`config.mk`:
```
export PLATFORM = sky130hd
export DESIGN_NAME = button_decoder
export DESIGN_NICKNAME = d
export VERILOG_FILES = /design/src/rtl/button_decoder.sv
export SDC_FILE = /design/constraint.sdc
export NUM_CORES = 1
export LEC_CHECK = 0
export CORE_UTILIZATION = 48
export DETAILED_ROUTE_END_ITERATION = 6
export MAX_ROUTING_LAYER = met4
export PLACE_DENSITY = 0.74
export SLEW_MARGIN = 20
export SYNTH_ARGS = -nofsm -noshare
export SYNTH_HDL_FRONTEND = slang
export SYNTH_SLANG_ARGS = --single-unit
```
`constraint.sdc`:
```
create_clock -name clk -period 2 [get_ports clk]
set_clock_uncertainty 0.05 [all_clocks]
set_input_delay 0.4 -clock clk [delete_from_list [all_inputs] [get_ports clk]]
set_output_delay 0.4 -clock clk [all_outputs]
set_load 0.01 [all_outputs]
```
`src/rtl/button_decoder.sv`:
```
// -----------------------------------------------------------------------------
// button_decoder
//
// Turns one raw, bouncing pushbutton pin into a clean debounced level plus
// single-cycle command pulses for the colour-sequencing logic:
//   - short_press : button released before the long-press threshold
//   - long_press  : button held for LONG_PRESS_CYCLES
//   - repeat_tick : every REPEAT_CYCLES while still held after long_press
//
// Pipeline: 2-flop synchroniser -> polarity normalise -> counter debouncer ->
// press-classification FSM (IDLE / PRESSED / HELD). All outputs are registered.
//
// Ports:
//   clk          in   system clock (12 MHz board clock)
//   rst_n        in   asynchronous active-low reset
//   btn_raw      in   raw asynchronous button pin
//   pressed      out  debounced level, 1 = button down
//   short_press  out  1-cycle pulse, release before the long-press threshold
//   long_press   out  1-cycle pulse, button held LONG_PRESS_CYCLES
//   repeat_tick  out  1-cycle pulse every REPEAT_CYCLES while held after
//                     long_press
//
// Parameter legal ranges: DEBOUNCE_CYCLES >= 1, LONG_PRESS_CYCLES > 1,
// REPEAT_CYCLES >= 1.
// -----------------------------------------------------------------------------
module button_decoder #(
  parameter int unsigned DEBOUNCE_CYCLES   = 120000,
  parameter int unsigned LONG_PRESS_CYCLES = 6000000,
  parameter int unsigned REPEAT_CYCLES     = 2000000,
  parameter bit          ACTIVE_LOW        = 1'b1
) (
  input  logic clk,
  input  logic rst_n,
  input  logic btn_raw,
  output logic pressed,
  output logic short_press,
  output logic long_press,
  output logic repeat_tick
);

  // ---------------------------------------------------------------------------
  // Widths and terminal counts
  // ---------------------------------------------------------------------------
  localparam int DB_W   = $clog2(DEBOUNCE_CYCLES + 1);
  localparam int HOLD_W = $clog2(LONG_PRESS_CYCLES);
  localparam int REP_W  = (REPEAT_CYCLES > 1) ? $clog2(REPEAT_CYCLES) : 1;

  localparam logic [DB_W-1:0]   DB_LAST    = DB_W'(DEBOUNCE_CYCLES - 1);
  localparam logic [HOLD_W-1:0] HOLD_FIRST = HOLD_W'(1);
  localparam logic [HOLD_W-1:0] HOLD_LAST  = HOLD_W'(LONG_PRESS_CYCLES - 1);
  localparam logic [REP_W-1:0]  REP_LAST   = REP_W'(REPEAT_CYCLES - 1);

  // Pin level when the button is up; the synchroniser resets to it so that a
  // button already held at reset release is seen as a fresh edge.
  localparam logic RELEASED_LVL = ACTIVE_LOW ? 1'b1 : 1'b0;

  // ---------------------------------------------------------------------------
  // Synchroniser
  // ---------------------------------------------------------------------------
  logic sync1_q;
  logic sync2_q;
  logic btn_s;

  always_ff @(posedge clk or negedge rst_n) begin
    if (!rst_n) begin
      sync1_q <= RELEASED_LVL;
      sync2_q <= RELEASED_LVL;
    end else begin
      sync1_q <= btn_raw;
      sync2_q <= sync1_q;
    end
  end

  // Normalised: 1 means the button is down regardless of pin polarity.
  assign btn_s = sync2_q ^ RELEASED_LVL;

  // ---------------------------------------------------------------------------
  // Debouncer
  // db_cnt counts consecutive cycles in which btn_s disagrees with the
  // debounced level; any agreeing cycle restarts it.
  // ---------------------------------------------------------------------------
  logic [DB_W-1:0] db_cnt_q;
  logic [DB_W-1:0] db_cnt_d;
  logic            pressed_q;
  logic            pressed_d;

  always_comb begin
    db_cnt_d  = db_cnt_q;
    pressed_d = pressed_q;
    if (btn_s == pressed_q) begin
      db_cnt_d = '0;
    end else if (db_cnt_q == DB_LAST) begin
      pressed_d = btn_s;
      db_cnt_d  = '0;
    end else begin
      db_cnt_d = db_cnt_q + DB_W'(1);
    end
  end

  always_ff @(posedge clk or negedge rst_n) begin
    if (!rst_n) begin
      db_cnt_q  <= '0;
      pressed_q <= 1'b0;
    end else begin
      db_cnt_q  <= db_cnt_d;
      pressed_q <= pressed_d;
    end
  end

  // ---------------------------------------------------------------------------
  // Press-classification FSM
  // ---------------------------------------------------------------------------
  typedef enum logic [1:0] {
    ST_IDLE    = 2'd0,
    ST_PRESSED = 2'd1,
    ST_HELD    = 2'd2
  } state_e;

  state_e            state_q;
  state_e            state_d;
  logic [HOLD_W-1:0] hold_cnt_q;
  logic [HOLD_W-1:0] hold_cnt_d;
  logic [REP_W-1:0]  rep_cnt_q;
  logic [REP_W-1:0]  rep_cnt_d;
  logic              short_q;
  logic              short_d;
  logic              long_q;
  logic              long_d;
  logic              tick_q;
  logic              tick_d;

  always_comb begin
    state_d    = state_q;
    hold_cnt_d = hold_cnt_q;
    rep_cnt_d  = rep_cnt_q;
    short_d    = 1'b0;
    long_d     = 1'b0;
    tick_d     = 1'b0;

    case (state_q)
      ST_IDLE: begin
        if (pressed_q) begin
          state_d    = ST_PRESSED;
          // The cycle spent leaving IDLE already counts as held time, so
          // long_press lands exactly LONG_PRESS_CYCLES after pressed rises.
          hold_cnt_d = HOLD_FIRST;
        end
      end

      ST_PRESSED: begin
        // Release is tested first: a release coinciding with the threshold
        // still classifies as a short press.
        if (!pressed_q) begin
          short_d = 1'b1;
          state_d = ST_IDLE;
        end else if (hold_cnt_q == HOLD_LAST) begin
          long_d    = 1'b1;
          state_d   = ST_HELD;
          rep_cnt_d = '0;
        end else begin
          hold_cnt_d = hold_cnt_q + HOLD_W'(1);
        end
      end

      ST_HELD: begin
        if (!pressed_q) begin
          state_d = ST_IDLE;
        end else if (rep_cnt_q == REP_LAST) begin
          tick_d    = 1'b1;
          rep_cnt_d = '0;
        end else begin
          rep_cnt_d = rep_cnt_q + REP_W'(1);
        end
      end

      default: begin
        state_d = ST_IDLE;
      end
    endcase
  end

  always_ff @(posedge clk or negedge rst_n) begin
    if (!rst_n) begin
      state_q    <= ST_IDLE;
      hold_cnt_q <= '0;
      rep_cnt_q  <= '0;
      short_q    <= 1'b0;
      long_q     <= 1'b0;
      tick_q     <= 1'b0;
    end else begin
      state_q    <= state_d;
      hold_cnt_q <= hold_cnt_d;
      rep_cnt_q  <= rep_cnt_d;
      short_q    <= short_d;
      long_q     <= long_d;
      tick_q     <= tick_d;
    end
  end

  // ---------------------------------------------------------------------------
  // Outputs
  // ---------------------------------------------------------------------------
  assign pressed     = pressed_q;
  assign short_press = short_q;
  assign long_press  = long_q;
  assign repeat_tick = tick_q;

endmodule

```
==> results_dict.tcl <==
set metrics [dict create \
    clock-root-buffer "clkbuf_8" \
    hold_ws_ns 0.3086 \
    synth_area_leaders "dfrtp_1 (47%), nor2_1 (4.5%), xor2_1 (4.4%), a31oi_1 (4.2%), nand2_1 (4.1%)" \
    hold_end "sync2_q" \
    vdd_drop_max_v 0.0003267 \
    io_pins 7 \
    io_buffers 6 \
    overflow 0 \
    r2r_end "rep_cnt_q[15]" \
    routed_wl_um 8352 \
    layout_common_cells "dfrtp_1 (67), buf_4 (44), nor2_1 (41)" \
    grtUsageTotal_pct 22.17 \
    tightest_slew_ns 0.5223 \
    setup_violations 0 \
    core_um2 7253 \
    initial_core_util_pct 49.53 \
    vias_per_cell 5.741 \
    die_h_um 88.51 \
    outcome "finished, final reports clean" \
    synth_edf_count 0 \
    ys_ff_latch 69 \
    synth_warnings 0 \
    maxSlewViolCount 0 \
    synth_area_per_cell_um2 9.453 \
    fin_nets 444 \
    clkLatencyLatePin_ns 0.34 \
    path_max_fanout 6 \
    worstPathArrival_ns 2.13 \
    drt_first_pass_iters 4 \
    num_rows 31 \
    wl_per_cell_um 15.44 \
    grt_max_degree 37 \
    route.detailed.drc 0 \
    yosysUniqueCellTypes 50 \
    whs_path_depth 0 \
    seq_area_frac_synth_pct 48.14 \
    setup_tns_ns 0 \
    syn_inst 380 \
    cts_tree "yes" \
    hold_start "sync1_q" \
    cts_buffer_depth 2 \
    r2r-start "hold_cnt_q[18]" \
    drive_above_1_share_pct 22.40 \
    path_clk_slew_ns 0.08 \
    area_growth_pct 25.81 \
    drv_cap 0 \
    hold_class "flop to flop" \
    synth_top_cell_by_area "dfrtp_1" \
    cts.sinks 69 \
    rsz0062_at_grt "yes" \
    leakagePower_nw 1.962 \
    ant_nets 0 \
    synthArstFlopShare_pct 100.0 \
    grt_pass1_vias 2810 \
    grt_pass1_wl_um 12990 \
    diodes 0 \
    synth_flop_cell "dfrtp_1" \
    final_common_cell "dfrtp_1" \
    finalWorstPathRequiredPeriod_ns 1.950 \
    start_kind "flop" \
    reg2regPathDepth 6 \
    dp_hpwl_um 5118 \
    netlist.area_leader.share_pct 46.67 \
    power_density_nw_per_um2 600.9 \
    period_share_pct 97.48 \
    die-area_um2 7834 \
    regToRegSetupSlack_ns 0.05 \
    cts_buffers 9 \
    antenna_found_initial 0 \
    drt_first_iter_violations 217 \
    netlist_area_um2 3592 \
    htreeDepth 3 \
    finalHoldViolations 0 \
    die_w_um 88.51 \
    startpoint "hold_cnt_q[18]" \
    max-slew-margin-rel_pct 64.86 \
    critical_path_class "flop to flop" \
    fmaxAchievable_mhz 512.9 \
    dr_total_vias 3106 \
    end_kind "flop" \
    syn_nets 386 \
    worstPathRequired_ns 2.18 \
    gp_congestion 0.8855 \
]
layer usage:
| metal | track usage, % | wire length [um] | vias up |
|---|---|---|---|
| met1 | 28.83 | 3787 | 1516 |
| met2 | 34.34 | 4129 | 78 |
| met4 | 5.718 | 46 | 0 |
| met5 | - | 0 | - |
| met3 | 5.970 | 389 | 4 |
| li1 | - | - | 1508 |
layout make-up:
| class | count | area, um^2 |
|---|---|---|
| fill | 575 | 2734 |
| multi-input combinational | 288 | 1856 |
| sequential | 69 | 1729 |
| timing repair buffer | 58 | 509.2 |
| clock buffer | 11 | 141.4 |
| tap | 99 | 123.9 |
| clock inverter | 4 | 72.57 |
| timing repair inverter | 4 | 45.04 |
| inverter | 8 | 42.54 |
state kept, by name (all words and copies together), names as in the netlist:
| signal | count |
|---|---|
| state_q | 2 |
| short_press | 1 |
| rep_cnt_q | 21 |
| sync1_q | 1 |
| repeat_tick | 1 |
| hold_cnt_q | 23 |
| long_press | 1 |
| db_cnt_q | 17 |
| pressed | 1 |
| sync2_q | 1 |
cells by family after synthesis:
group | after synthesis | synth area share [%]
multiplexers | 5 | 1.428
adder cells (fa/ha/maj) | 3 | 1.045
buffers and inverters | 23 | 3.518
flip-flops | 69 | 48.14
AND/OR/NAND/NOR | 186 | 27.52
XOR/XNOR | 25 | 6.095
AO/OA/AOI/OAI | 69 | 12.26
cell usage after synthesis, types with 5 or more instances:
| cell | n |
|---|---|
| nand4_1 | 13 |
| nor3_1 | 6 |
| inv_1 | 7 |
| and3_1 | 12 |
| nand2b_1 | 7 |
| or3_1 | 11 |
| a21oi_1 | 15 |
| clkbuf_1 | 6 |
| dfrtp_1 | 67 |
| o21ai_0 | 8 |
| a31oi_1 | 24 |
| o21ai_1 | 8 |
| nor2_1 | 43 |
| nor4b_1 | 5 |
| xnor2_1 | 7 |
| nand3_1 | 18 |
| nand2_1 | 39 |
| and2_1 | 5 |
| xor2_1 | 18 |
| nor4_1 | 6 |
worst max-delay path: stages, from the launching register on:
cell	delay [ns]
dfrtp_1	0.40
nor4b_2	0.35
nand3_2	0.21
o31a_4	0.47
buf_6	0.17
a21oi_2	0.10
mux2i_1	0.08
worst max path at each step:
stage / to / slack, ns / depth (start not counted)
after floorplan: rep_cnt_q[14] / 0.03 / 8
after global placement: rep_cnt_q[13] / 0.06 / 7
after detailed placement: rep_cnt_q[10] / -0.05 / 7
after CTS: hold_cnt_q[22] / 0.03 / 7
after global routing: hold_cnt_q[4] / -0.07 / 7
final: rep_cnt_q[15] / 0.05 / 6
power breakdown:
part / switching, mW / total (mW) / internal (mW) / leakage [nW]
Sequential: 0.00603 / 1.41 / 1.40 / 0.955
Combinational: 0.0397 / 0.0575 / 0.0177 / 0.901
Clock: 0.521 / 1.25 / 0.728 / 0.105
metrics by stage:
step	instances	cell area (um^2)	power (mW)	setup slack (ns)	utilization, %
final	541	4519	2.716	0.05033	62.31
after global routing	541	4519	2.825	-0.06524	62.31
after CTS	524	4222	2.749	0.02903	58.20
after detailed placement	507	3983	1.494	-0.04591	54.91
after global placement	507	3983	1.493	0.05902	54.91
after floorplan	380	3592	1.450	0.02750	-
repair_timing:
item                                   CTS  global route
setup buffers                            1            12
gates resized for setup                  1            31
gates cloned                             0             5
pin swaps                                1             9
hold buffers                             1             0
setup endpoints to repair               16            25
endpoints found under the hold margin   14             0
Note: power is estimated with default switching activity, not from simulation.
